`config.mk`:
```
export PLATFORM = sky130hd
export DESIGN_NAME = vblank_write_queue_flat
export DESIGN_NICKNAME = d
export VERILOG_FILES = /design/src/rtl/ppu_pkg.sv /design/src/rtl/vblank_write_queue_if.sv /design/src/rtl/wq_fifo.sv /design/src/rtl/vblank_write_queue.sv /design/src/flat_wrapper.sv
export SDC_FILE = /design/constraint.sdc
export NUM_CORES = 1
export LEC_CHECK = 0
export ABC_AREA = 1
export CORE_ASPECT_RATIO = 0.7
export CORE_MARGIN = 2
export CORE_UTILIZATION = 25
export CTS_CLUSTER_DIAMETER = 80
export DETAILED_ROUTE_END_ITERATION = 12
export HOLD_SLACK_MARGIN = 0.06
export PLACE_DENSITY = 0.37
export SYNTH_ARGS = -nofsm -noshare
export SYNTH_HDL_FRONTEND = slang
export SYNTH_SLANG_ARGS = --single-unit
```
`constraint.sdc`:
```
create_clock -name clk -period 7.08 [get_ports clk]
set_input_delay 1.416 -clock clk [delete_from_list [all_inputs] [get_ports clk]]
set_output_delay 1.416 -clock clk [all_outputs]
set_load 0.02 [all_outputs]
```
`src/rtl/ppu_pkg.sv`:
```
// Shared definitions for the vblank-gated PPU write queue.
//   PPU_ADDR_W / PPU_DATA_W : widths of the PPU register bus
//   ACK_ADDR_DEFAULT        : CPU address whose write clears the frame interrupt
//   wq_entry_t              : one queued register write {addr, data}
//   drain_state_e           : drain FSM states
package ppu_pkg;

  localparam int unsigned PPU_ADDR_W = 12;
  localparam int unsigned PPU_DATA_W = 32;

  localparam logic [PPU_ADDR_W-1:0] ACK_ADDR_DEFAULT = 12'hFFF;

  typedef struct packed {
    logic [PPU_ADDR_W-1:0] addr;
    logic [PPU_DATA_W-1:0] data;
  } wq_entry_t;

  typedef enum logic [1:0] {
    StIdle,
    StDrain,
    StHold
  } drain_state_e;

endpackage

```
`src/rtl/vblank_write_queue_if.sv`:
```
// CPU-side and PPU-side bus bundle for vblank_write_queue.
//   CPU side : chipselect, write, address, write_data (to queue); waitrequest, irq (from queue)
//   PPU side : ppu_chipselect, ppu_write, ppu_address, ppu_write_data (from queue)
// Modports: master = CPU / bench view, slave = queue view.
interface vblank_write_queue_if;
  import ppu_pkg::*;

  logic                  chipselect;
  logic                  write;
  logic [PPU_ADDR_W-1:0] address;
  logic [PPU_DATA_W-1:0] write_data;
  logic                  waitrequest;
  logic                  irq;

  logic                  ppu_chipselect;
  logic                  ppu_write;
  logic [PPU_ADDR_W-1:0] ppu_address;
  logic [PPU_DATA_W-1:0] ppu_write_data;

  modport master (
    output chipselect, write, address, write_data,
    input  waitrequest, irq, ppu_chipselect, ppu_write, ppu_address, ppu_write_data
  );

  modport slave (
    input  chipselect, write, address, write_data,
    output waitrequest, irq, ppu_chipselect, ppu_write, ppu_address, ppu_write_data
  );

endinterface

```
`src/rtl/wq_fifo.sv`:
```
// Synchronous FIFO holding queued PPU register writes.
//   clk, reset   : clock, asynchronous active-low reset (pointers and count cleared)
//   push_i       : write push_data_i at the tail (ignored when full)
//   pop_i        : advance the head (ignored when empty)
//   pop_data_o   : current head entry, valid when !empty_o
//   full_o       : count_o == DEPTH
//   empty_o      : count_o == 0
//   count_o      : number of stored entries (0..DEPTH)
// DEPTH must be a power of two so the pointers wrap naturally.
module wq_fifo
  import ppu_pkg::*;
#(
  parameter int unsigned DEPTH = 16
) (
  input  logic                   clk,
  input  logic                   reset,
  input  logic                   push_i,
  input  wq_entry_t              push_data_i,
  input  logic                   pop_i,
  output wq_entry_t              pop_data_o,
  output logic                   full_o,
  output logic                   empty_o,
  output logic [$clog2(DEPTH):0] count_o
);

  localparam int unsigned PtrW = $clog2(DEPTH);
  localparam int unsigned CntW = PtrW + 1;

  wq_entry_t       mem_q [DEPTH];
  logic [PtrW-1:0] wr_ptr_q, wr_ptr_d;
  logic [PtrW-1:0] rd_ptr_q, rd_ptr_d;
  logic [CntW-1:0] count_q, count_d;
  logic            do_push, do_pop;

  assign full_o  = (count_q == CntW'(DEPTH));
  assign empty_o = (count_q == '0);
  assign do_push = push_i & ~full_o;
  assign do_pop  = pop_i & ~empty_o;

  always_comb begin
    wr_ptr_d = wr_ptr_q;
    rd_ptr_d = rd_ptr_q;
    count_d  = count_q;
    if (do_push) wr_ptr_d = wr_ptr_q + PtrW'(1);
    if (do_pop)  rd_ptr_d = rd_ptr_q + PtrW'(1);
    if (do_push && !do_pop) begin
      count_d = count_q + CntW'(1);
    end else if (!do_push && do_pop) begin
      count_d = count_q - CntW'(1);
    end
  end

  always_ff @(posedge clk or negedge reset) begin
    if (!reset) begin
      wr_ptr_q <= '0;
      rd_ptr_q <= '0;
      count_q  <= '0;
    end else begin
      wr_ptr_q <= wr_ptr_d;
      rd_ptr_q <= rd_ptr_d;
      count_q  <= count_d;
    end
  end

  // Storage needs no reset: an entry is only read after it has been written.
  always_ff @(posedge clk) begin
    if (do_push) mem_q[wr_ptr_q] <= push_data_i;
  end

  assign pop_data_o = mem_q[rd_ptr_q];
  assign count_o    = count_q;

endmodule

```
`src/rtl/vblank_write_queue.sv`:
```
// Queues CPU writes to PPU registers and replays them toward ppu_top while the gate is open,
// so register updates land during vertical blank. Also raises a per-frame interrupt.
//   clk, reset  : single clock, asynchronous active-low reset
//   vblank      : vertical-blank level from the VGA timing stage
//   bus (slave) : CPU bus in (chipselect/write/address/write_data), waitrequest, irq,
//                 registered PPU write bus out (ppu_chipselect/ppu_write/ppu_address/ppu_write_data)
//   level       : current number of queued entries
// Parameters: DEPTH (power of two, 4..64), ACK_ADDR (writes here clear irq, never queued).
// Macro VBLANK_GATE_EN: defined -> gate is vblank; undefined -> gate is always open, the queue
// drains whenever non-empty and StHold is never entered. irq behaves the same either way.
module vblank_write_queue
  import ppu_pkg::*;
#(
  parameter int unsigned           DEPTH    = 16,
  parameter logic [PPU_ADDR_W-1:0] ACK_ADDR = ACK_ADDR_DEFAULT
) (
  input  logic                   clk,
  input  logic                   reset,
  input  logic                   vblank,
  vblank_write_queue_if.slave    bus,
  output logic [$clog2(DEPTH):0] level
);

  localparam int unsigned CntW = $clog2(DEPTH) + 1;

  drain_state_e          state_q, state_d;
  logic                  gate;
  logic                  cpu_wr, is_ack, data_wr;
  logic                  push, pop, full, empty;
  wq_entry_t             push_entry, head_entry;
  logic [CntW-1:0]       count, count_after;
  logic                  vblank_q;
  logic                  irq_q, irq_d;
  logic                  ppu_wr_q, ppu_wr_d;
  logic [PPU_ADDR_W-1:0] ppu_addr_q, ppu_addr_d;
  logic [PPU_DATA_W-1:0] ppu_data_q, ppu_data_d;

`ifdef VBLANK_GATE_EN
  assign gate = vblank;
`else
  assign gate = 1'b1;
`endif

  // CPU side: ACK writes never touch the queue and never stall.
  assign cpu_wr  = bus.chipselect & bus.write;
  assign is_ack  = (bus.address == ACK_ADDR);
  assign data_wr = cpu_wr & ~is_ack;
  assign push    = data_wr & ~full;

  assign push_entry.addr = bus.address;
  assign push_entry.data = bus.write_data;

  // A pop in StDrain always completes even if the gate closes this cycle; the FSM only stops
  // further pops once it has sampled the closed gate.
  assign pop = (state_q == StDrain) & ~empty;

  assign count_after = count + CntW'(push) - CntW'(pop);

  wq_fifo #(
    .DEPTH (DEPTH)
  ) u_fifo (
    .clk         (clk),
    .reset       (reset),
    .push_i      (push),
    .push_data_i (push_entry),
    .pop_i       (pop),
    .pop_data_o  (head_entry),
    .full_o      (full),
    .empty_o     (empty),
    .count_o     (count)
  );

  always_comb begin
    state_d = state_q;
    unique case (state_q)
      StIdle, StHold: begin
        if (gate && !empty) state_d = StDrain;
      end
      StDrain: begin
        if (count_after == '0) begin
          state_d = StIdle;
        end else if (!gate) begin
          state_d = StHold;
        end
      end
      default: state_d = StIdle;
    endcase
  end

  always_comb begin
    ppu_wr_d   = pop;
    ppu_addr_d = '0;
    ppu_data_d = '0;
    if (pop) begin
      ppu_addr_d = head_entry.addr;
      ppu_data_d = head_entry.data;
    end
  end

  // A vblank rising edge wins over a coincident ACK.
  assign irq_d = (vblank & ~vblank_q) | (irq_q & ~(cpu_wr & is_ack));

  always_ff @(posedge clk or negedge reset) begin
    if (!reset) begin
      state_q    <= StIdle;
      vblank_q   <= 1'b0;
      irq_q      <= 1'b0;
      ppu_wr_q   <= 1'b0;
      ppu_addr_q <= '0;
      ppu_data_q <= '0;
    end else begin
      state_q    <= state_d;
      vblank_q   <= vblank;
      irq_q      <= irq_d;
      ppu_wr_q   <= ppu_wr_d;
      ppu_addr_q <= ppu_addr_d;
      ppu_data_q <= ppu_data_d;
    end
  end

  assign bus.waitrequest    = data_wr & full;
  assign bus.irq            = irq_q;
  assign bus.ppu_chipselect = ppu_wr_q;
  assign bus.ppu_write      = ppu_wr_q;
  assign bus.ppu_address    = ppu_addr_q;
  assign bus.ppu_write_data = ppu_data_q;
  assign level              = count;

endmodule

```
`src/flat_wrapper.sv`:
```
// flat-port wrapper written by rule: the top's interface ports become plain ports
module vblank_write_queue_flat import ppu_pkg::*;
#(
  parameter int unsigned           DEPTH    = 16,
  parameter logic [PPU_ADDR_W-1:0] ACK_ADDR = ACK_ADDR_DEFAULT
)
  (clk, reset, vblank, level, bus_chipselect, bus_write, bus_address, bus_write_data, bus_waitrequest, bus_irq, bus_ppu_chipselect, bus_ppu_write, bus_ppu_address, bus_ppu_write_data);
  vblank_write_queue_if bus_i ();
  input  logic clk;
  input  logic reset;
  input  logic vblank;
  output logic [$clog2(DEPTH):0] level;
  input wire logic [$bits(bus_i.chipselect)-1:0] bus_chipselect;
  input wire logic [$bits(bus_i.write)-1:0] bus_write;
  input wire logic [$bits(bus_i.address)-1:0] bus_address;
  input wire logic [$bits(bus_i.write_data)-1:0] bus_write_data;
  output wire logic [$bits(bus_i.waitrequest)-1:0] bus_waitrequest;
  output wire logic [$bits(bus_i.irq)-1:0] bus_irq;
  output wire logic [$bits(bus_i.ppu_chipselect)-1:0] bus_ppu_chipselect;
  output wire logic [$bits(bus_i.ppu_write)-1:0] bus_ppu_write;
  output wire logic [$bits(bus_i.ppu_address)-1:0] bus_ppu_address;
  output wire logic [$bits(bus_i.ppu_write_data)-1:0] bus_ppu_write_data;
  assign bus_i.chipselect = bus_chipselect;
  assign bus_i.write = bus_write;
  assign bus_i.address = bus_address;
  assign bus_i.write_data = bus_write_data;
  assign bus_waitrequest = bus_i.waitrequest;
  assign bus_irq = bus_i.irq;
  assign bus_ppu_chipselect = bus_i.ppu_chipselect;
  assign bus_ppu_write = bus_i.ppu_write;
  assign bus_ppu_address = bus_i.ppu_address;
  assign bus_ppu_write_data = bus_i.ppu_write_data;
  vblank_write_queue #(.DEPTH(DEPTH), .ACK_ADDR(ACK_ADDR)) u_core (.clk(clk), .reset(reset), .vblank(vblank), .bus(bus_i), .level(level));
endmodule
```
# After elaboration in Yosys (flattened, before gate mapping)
# Memory sizes are Yosys's and may differ from the RTL's.
# Index checks and enable logic that the tools add are counted.
# op_classes
add_sub_neg,6
n_eq_ne,6
n_mux,9
n_bitwise,16
reduce_logical,10
# op_table
cell,count
32-bit 2-to-1 mux,1
"12-bit == test, second input constant",1
12-bit 2-to-1 mux,1
1-bit bitwise AND,10
5-bit logical NOT,2
5-bit 2-to-1 mux,2
"4-bit by 1-bit adder with 4-bit output, second input constant",2
5-bit by 1-bit adder with 5-bit output,1
"5-bit by 1-bit adder with 5-bit output, second input constant",1
"5-bit == test, second input constant",1
1-bit NOT,5
5-bit by 1-bit subtractor with 5-bit output,1
"5-bit by 1-bit subtractor with 5-bit output, second input constant",1
2-bit 2-to-1 mux,2
"2-bit != test, second input constant",2
2-bit one-hot mux with 2 select lines,1
"2-bit by 1-bit == test with 1-bit output, second input constant",1
"2-bit == test, second input constant",1
1-bit logical AND,2
1-bit logical NOT,2
2-bit logical NOT,1
1-bit 2-to-1 mux,2
2-bit AND reduction,1
2-bit nonzero test,1
other kinds (2),2
# word_totals
register_bits,62
mem_bits_rw,704
inputBits,49
output_inout_bits,53
elab_cells,57
memories,1
# mem_list
memory,words,word_bits,read_ports,rd_clocked_by_memory_dff,write_ports,line_no,source
u_core.u_fifo.mem_q,16,44,1,0,1,wq_fifo.sv:29,wq_entry_t mem_q [DEPTH];

# Logic depth before layout (Yosys ltp)
# Gate-level depths: netlist (run 1).
# logic_depth
word_depth,9
ltp_mapped,15
depth_no_buf,14

# Cells and area by module
# A second synthesis (run 1) with hierarchy kept.
# hier_totals
cells_unflattened,3058
area_unflattened_um2,32067.0
# modules_own_cells
mod,n_inst,cells_per_inst,area_each_um2,seq_area_each_um2
wq_fifo,1,2856,30153.9,21465.6
vblank_write_queue,1,202,1913.1,1201.2

# Worst setup path before layout (run 1)
# OpenSTA, ideal clock, no wires.
# synth_timing
kind,input to register
start,input bus_address[11]
end,memory u_core.u_fifo.mem_q[3][0] in the netlist's numbering (enable)
setup_time_ns,0.500
arrival_time_ns,5.043
required_time_ns,6.580
slack_ns,1.536
cell_stages,5
path_buffers,1
path_cell_list,nand4_1 -> nand3b_1 -> nand3_1 -> clkbuf_1 -> nor3_1
# synth_between
elab_chain_len,7
# synth_rtl
item,line_no,source
start: declaration,flat_wrapper.sv:15,input wire logic [$bits(bus_i.address)-1:0] bus_address;
12-bit == test,vblank_write_queue.sv:46,assign is_ack = (bus.address == ACK_ADDR);
1-bit NOT,vblank_write_queue.sv:47,assign data_wr = cpu_wr & ~is_ack;
1-bit bitwise AND,vblank_write_queue.sv:47,
1-bit bitwise AND,vblank_write_queue.sv:48,assign push = data_wr & ~full;
1-bit bitwise AND,wq_fifo.sv:37,assign do_push = push_i & ~full_o;
1-bit 2-to-1 mux,wq_fifo.sv:67,if (do_push) mem_q[wr_ptr_q] <= push_data_i;
1-bit 2-to-1 mux (implied by the code),wq_fifo.sv:67,
end: declaration,wq_fifo.sv:29,
# Every way passes these cells.

# Worst setup path after layout (run 1)
# layout_timing
start,input bus_address[11]
end,output bus_waitrequest
# layout_between
elab_chain_len,4
# layout_rtl
item,line_no,source
12-bit == test,vblank_write_queue.sv:46,
1-bit NOT,vblank_write_queue.sv:47,
1-bit bitwise AND,vblank_write_queue.sv:47,
1-bit bitwise AND,vblank_write_queue.sv:121,assign bus.waitrequest = data_wr & full;
end: declaration,flat_wrapper.sv:17,output wire logic [$bits(bus_i.waitrequest)-1:0] bus_waitrequest;
# Every way passes these cells.

==> impl_metrics.json, run 1 <==
{
  "synth.cell_area_um2": 31890,
  "post_cts_buffers": 0,
  "switching_power_w": 0.005484,
  "endpoint": "bus_waitrequest",
  "crit_fanout": 17,
  "postLayoutCellArea_um2": 37320,
  "ys_seq_area_share_pct": 71.07,
  "synth_edf_count": 704,
  "drv_slew": 0,
  "yosys.area.top_type_share_pct": 66.29,
  "fin_ws_ps": 2069,
  "crit_cells": 7,
  "status": "finished, final reports clean",
  "clock_skew_ps": 25.82,
  "r2r_setup_slack_ps": 3070,
  "reg2reg_depth": 8,
  "ys_seq_elements": 765,
  "die_h_um": 302.8,
  "grt_usage_pct": 14.08,
  "min_from": "u_core.vblank_q$_DFF_PN0_",
  "clkPwrFrac_pct": 29.0,
  "io_buffers": 101,
  "endpoint_kind": "output port",
  "die_width_um": 430.9,
  "nets": 3092,
  "avgRoutedWirePerCell_um": 19.35,
  "cp.arrival_ps": 3600,
  "setup_violations": 0,
  "drt_iter0_markers": 1442,
  "async_flop_share_pct": 7.974,
  "crit_family": "buffers and inverters",
  "numCtsBuffers": 81,
  "fin_crit_ps": 5011,
  "syn_avg_cell_area_um2": 10.81,
  "clock_path_buffers": 3,
  "fp-row-count": 109,
  "r2r-start": "u_core.u_fifo.rd_ptr_q[0]$_DFFE_PN0P_",
  "grt.overflow.total": 0,
  "vias": 19959,
  "synth_largest_area_cell": "edfxtp_1",
  "drtPass1Iterations": 5,
  "crit_type": "primary input to output port",
  "post-place-ws_ps": 1790,
  "insertion_delay_ps": 670,
  "maxSlewHeadroom_pct": 31.88,
  "grt_pass1_wl_um": 135900,
  "rr_endpoint": "u_core.bus.ppu_address[11]$_DFF_PN0_",
  "fill_cells": 13027,
  "combPwrFrac_pct": 32.2,
  "core_um2": 126400,
  "synthTopCellsByArea": "edfxtp_1 66%, nand2_1 13%, nand3_1 7.0%, dfrtp_1 4.8%, inv_1 4.4%",
  "synth_most_common_cell": "nand2_1",
  "cp_common_cell": "clkdlybuf4s50_1",
  "startpoint": "bus_address[11]",
  "internal_power_w": 0.009124,
  "syn_nets": 3016,
  "final.period_utilization_pct": 70.78,
  "cp.buffers_inverters": 3,
  "drt-total-wl_um": 92030,
  "die_area_um2": 130500,
  "synth.distinct_cells": 24,
  "cp_cell_sequence": "clkdlybuf4s50_1, buf_4, nand4_1, nand3b_1, nand2_1, nor2_1, clkdlybuf4s50_1",
  "hold_viol_final": 0,
  "critical_path.startpoint_type": "primary input",
  "maxCapViolCount": 0,
  "crit_required_ps": 5660,
  "clock-root-buffer": "clkbuf_16",
  "gp_congestion": 0.7014,
  "grt_max_degree": 146,
  "powerDensity_nw_per_um2": 391.4,
  "cts_tree": "yes",
  "rsz0062_at_grt": "no",
  "ctsHoldBuffers": 0,
  "syn_inst": 2950,
  "htreeDepth": 3,
  "max_freq_ghz": 0.1995,
  "ios": 102,
  "placed_area_um2": 34750,
  "drc": 0,
  "antenna_found_initial": 1,
  "postRouteAntennaNets": 0,
  "worst_pin_slew_ps": 1022,
  "seqPwrFrac_pct": 38.8,
  "synth-main-ff-cell": "edfxtp_1",
  "layout-area-overhead-vs-synth_pct": 17.01,
  "hold_path_class": "flop to flop",
  "critPathMaxStageDelay_ps": 550,
  "clock_sinks": 765,
  "swShare_pct": 37.54,
  "grt_pass1_vias": 19361,
  "fin_tns_setup_ps": 0,
  "peakVddDrop_v": 0.0003040,
  "drive_gt1_share_pct": 5.924,
  "yosys_warnings": 0,
  "critPathSlowestCell": "clkdlybuf4s50_1",
  "power_leakage_nw": 14.90,
  "dpl.hpwl_um": 45750,
  "start_util_pct": 25.23,
  "ctsResizeCount": 0,
  "path_clk_slew_ps": 60,
  "viasPerCell": 4.197,
  "synth_common_cells": "1087 x nand2_1, 704 x edfxtp_1, 449 x nand3_1"
}
==> cell usage in the layout, fill, tap and decap left out, drive strengths merged, types with 9 or more instances in the layout <==
cell,count
a21oi,47
buf,46
clkbuf,114
clkdlybuf4s50,100
clkinv,27
dfrtp,61
edfxtp,704
ha,15
inv,379
nand2,1087
nand3,449
nor3,16
o21ai,9
==> logic make-up (layout without fill, tap and decap cells) <==
group	count (synthesis)	after routing	synth area share (%)
and+or+nand+nor	1567	1567	20.34
DFF	765	765	71.07
buffers and inverters	533	672	6.673
AOI/OAI and AO/OA	57	57	0.8984
adders and majority gates	17	17	0.7140
xor gates and xnor gates	11	11	0.3021
other	0	2	0
==> metal layers <==
layer | vias up | track usage [%] | part of all wire, %
met2 | 320 | 21.51 | 43
li1 | 9823 | - | -
met3 | 107 | 2.182 | 3.4
met5 | - | 0 | 0
met1 | 9709 | 21.00 | 52
met4 | 0 | 3.091 | 1.6
==> sequential cells by signal, indices dropped and copies added (netlist names) <==
signal / cells
u_core.u_fifo.mem_q: 704
u_core.bus.ppu_write_data: 32
u_core.bus.ppu_address: 12
u_core.u_fifo.count_o: 5
u_core.u_fifo.rd_ptr_q: 4
u_core.u_fifo.wr_ptr_q: 4
u_core.bus.irq: 1
u_core.bus.ppu_chipselect: 1
u_core.state_q: 1
u_core.vblank_q: 1
==> worst register-to-register path, cell delays in order, from the launching register on <==
cell     delay, ps
dfrtp_4       1050
buf_4          930
buf_4          920
nand2_1        130
nand2_1        110
nand2_1         50
nand3_1        120
nand3_1        110
a21oi_1        420
==> cell type report <==
type | count | area (µm²) | area share (%)
Antenna cell | 2 | 5.005 | 0.01341
Clock buffer | 114 | 2265 | 6.069
Clock inverter | 32 | 294.0 | 0.7879
Inverter | 380 | 1445 | 3.873
Multi-Input combinational cell | 1652 | 7184 | 19.25
Sequential cell | 765 | 22680 | 60.78
Tap cell | 1665 | 2083 | 5.583
Timing Repair Buffer | 146 | 1359 | 3.641
==> worst min-delay path by stage <==
stage	cells after the start	to	slack, ps
after floorplan	1	u_core.bus.irq$_DFF_PN0_	400
after global placement	1	u_core.bus.irq$_DFF_PN0_	410
after detailed placement	1	u_core.bus.irq$_DFF_PN0_	420
after CTS	1	u_core.bus.irq$_DFF_PN0_	420
after global routing	1	u_core.bus.irq$_DFF_PN0_	430
final	1	u_core.bus.irq$_DFF_PN0_	420
==> per-stage QoR <==
stage               std cells  hold slack, ps  total power, W  util, %
detailed placement       4608           416.4         0.01059    27.49
CTS                      4754           424.7         0.01490    29.51
finish                   4756           421.5         0.01461    29.52
floorplan                2950           399.6        0.008674        -
global route             4756           434.9         0.01554    29.52
global placement         4608           410.5         0.01064    27.49
==> power by group through the flow <==
stage          registers [W]  clock network (W)  logic [W]
2_1_floorplan        0.00568                  0    0.00299
3_3_place_gp         0.00579                  0    0.00485
3_5_place_dp         0.00578                  0    0.00481
4_1_cts              0.00569            0.00437    0.00483
5_1_grt              0.00572            0.00455    0.00527
6_report             0.00567            0.00423    0.00470
No activity file was read; power rests on OpenSTA's default activity.
==> run 2, diff against run 1 <==
==> constraint.sdc (replaced) <==
create_clock -name clk -period 4.72 [get_ports clk]
set_input_delay 0.944 -clock clk [delete_from_list [all_inputs] [get_ports clk]]
set_output_delay 0.944 -clock clk [all_outputs]
set_load 0.02 [all_outputs]
==> impl_metrics.json, run 2 (synthesized netlist as in run 1, its figures left out) <==
{
  "drt-total-wl_um": 98720,
  "drv_slew": 0,
  "maxCapViolCount": 0,
  "peakVddDrop_v": 0.0003722,
  "viasPerCell": 4.276,
  "io_buffers": 101,
  "htreeDepth": 3,
  "start_util_pct": 25.23,
  "endpoint_kind": "output port",
  "die_width_um": 430.9,
  "gp_congestion": 0.7031,
  "power_leakage_nw": 15.30,
  "finalPower_w": 0.02293,
  "setup_violations": 0,
  "cts_tree": "yes",
  "clock_sinks": 765,
  "final.period_utilization_pct": 83.75,
  "critical_path.startpoint_type": "primary input",
  "avgRoutedWirePerCell_um": 20.56,
  "maxSlewHeadroom_pct": 26.37,
  "fp-row-count": 109,
  "grt_pass1_vias": 20338,
  "crit_required_ps": 3780,
  "fin_util_pct": 30.10,
  "crit_fanout": 3,
  "largest_register": "u_core.u_fifo.mem_q",
  "clock_path_buffers": 3,
  "final_common_cell": "nand2_1",
  "powerDensity_nw_per_um2": 602.6,
  "ctsHoldBuffers": 0,
  "vias": 20535,
  "rsz0062_at_grt": "no",
  "core_um2": 126400,
  "grt.overflow.total": 0,
  "drtPass1Iterations": 5,
  "largest_reg_flops": 704,
  "grt_max_degree": 122,
  "ios": 102,
  "dpl.hpwl_um": 53040,
  "antenna_found_initial": 1,
  "path_clk_slew_ps": 60,
  "final_cell_mix": "1086 x nand2_1, 704 x edfxtp_1, 449 x nand3_1",
  "hold_path_class": "primary input to asynchronous set/reset pin",
  "layout-area-overhead-vs-synth_pct": 19.34,
  "postRouteAntennaNets": 0,
  "cp.arrival_ps": 3010,
  "post_cts_buffers": 0,
  "drt_iter0_markers": 1454,
  "status": "finished, final reports clean",
  "nets": 3128,
  "insertion_delay_ps": 690,
  "hold_viol_final": 0,
  "fin_crit_ps": 3953,
  "clock_skew_ps": 28.06,
  "clock-root-buffer": "clkbuf_16",
  "numCtsBuffers": 85,
  "drc": 0,
  "grt_usage_pct": 15.23,
  "ctsResizeCount": 0,
  "die_h_um": 302.8,
  "drive_gt1_share_pct": 7.337,
  "crit_type": "primary input to output port",
  "max_freq_ghz": 0.2530,
  "worst_pin_slew_ps": 1101,
  "grt_pass1_wl_um": 145800,
  "die_area_um2": 130500,
  "hold_ws_ps": 312.7
}
## run 2: changes by cell type in the layout (fill, tap and decap cells not counted), moves of 3 or more
cell       before  now
nor3_4          0    8
clkbuf_1       25   22
nor3_2         16    8
clkinv_2       14   10
buf_4          45   68
buf_12          1   10
clkbuf_8        5   13
bufinv_16       5    9
## run 2: metrics by stage
stage | setup WS, ps | std cells | cell area, µm² | TNS, ps
2_1_floorplan | -351.4 | 2950 | 31930 | -123670
3_3_place_gp | 434.7 | 4640 | 35160 | 0
3_5_place_dp | 491.6 | 4640 | 35160 | 0
4_1_cts | 613.1 | 4800 | 38060 | 0
5_1_grt | 631.2 | 4800 | 38060 | 0
6_report | 766.8 | 4802 | 38060 | 0
## run 2: area by class of cell
cell class              instances  area [µm²]
diodes                          2       5.005
multi-input cells            1652        7234
flip-flops and latches        765       22680
inverters                     380        1445
well taps                    1665        2083
clock buffers                 121        2414
clock inverters                39       485.5
repair buffers                178        1712
fillers                     12945       88360
## run 2: path summary, 6_finish.rpt
path | from | end | cells after the start | slack [ps]
min in group clk | u_core.vblank_q$_DFF_PN0_ | u_core.bus.irq$_DFF_PN0_ | 1 | 420
max in group asynchronous | reset | u_core.u_fifo.rd_ptr_q[2]$_DFFE_PN0P_ | 2 | 3520
worst min register to register | u_core.vblank_q$_DFF_PN0_ | u_core.bus.irq$_DFF_PN0_ | 1 | 420
worst max-delay path | bus_address[9] | bus_waitrequest | 7 | 770
worst max register to register | u_core.u_fifo.count_o[2]$_DFFE_PN0P_ | u_core.state_q[0]$_DFFE_PN0P_ | 14 | 1450
worst min-delay path | reset | u_core.bus.ppu_address[5]$_DFF_PN0_ | 1 | 310
## run 2: where the power goes
group / switching (W) / total [W] / internal, W
Sequential: 0.000374 / 0.00833 / 0.00795
Combinational: 0.00536 / 0.00762 / 0.00225
Clock: 0.00291 / 0.00699 / 0.00408
Total: 0.00865 / 0.0229 / 0.0143
## run 2: critical path, cell delays in order
cell	delay, ps
clkdlybuf4s50_1	630
nand4_1	230
nand3b_1	340
buf_4	230
nand2_1	50
nor2_1	40
clkdlybuf4s50_1	540
## run 2: layer usage
layer / track usage [%] / vias to the layer above / share of wire [%]
met5: 0 / - / 0.013
met4: 3.392 / 2 / 1.8
met3: 2.340 / 127 / 3.7
met2: 22.72 / 370 / 43
met1: 23.13 / 10105 / 51
li1: - / 9931 / -
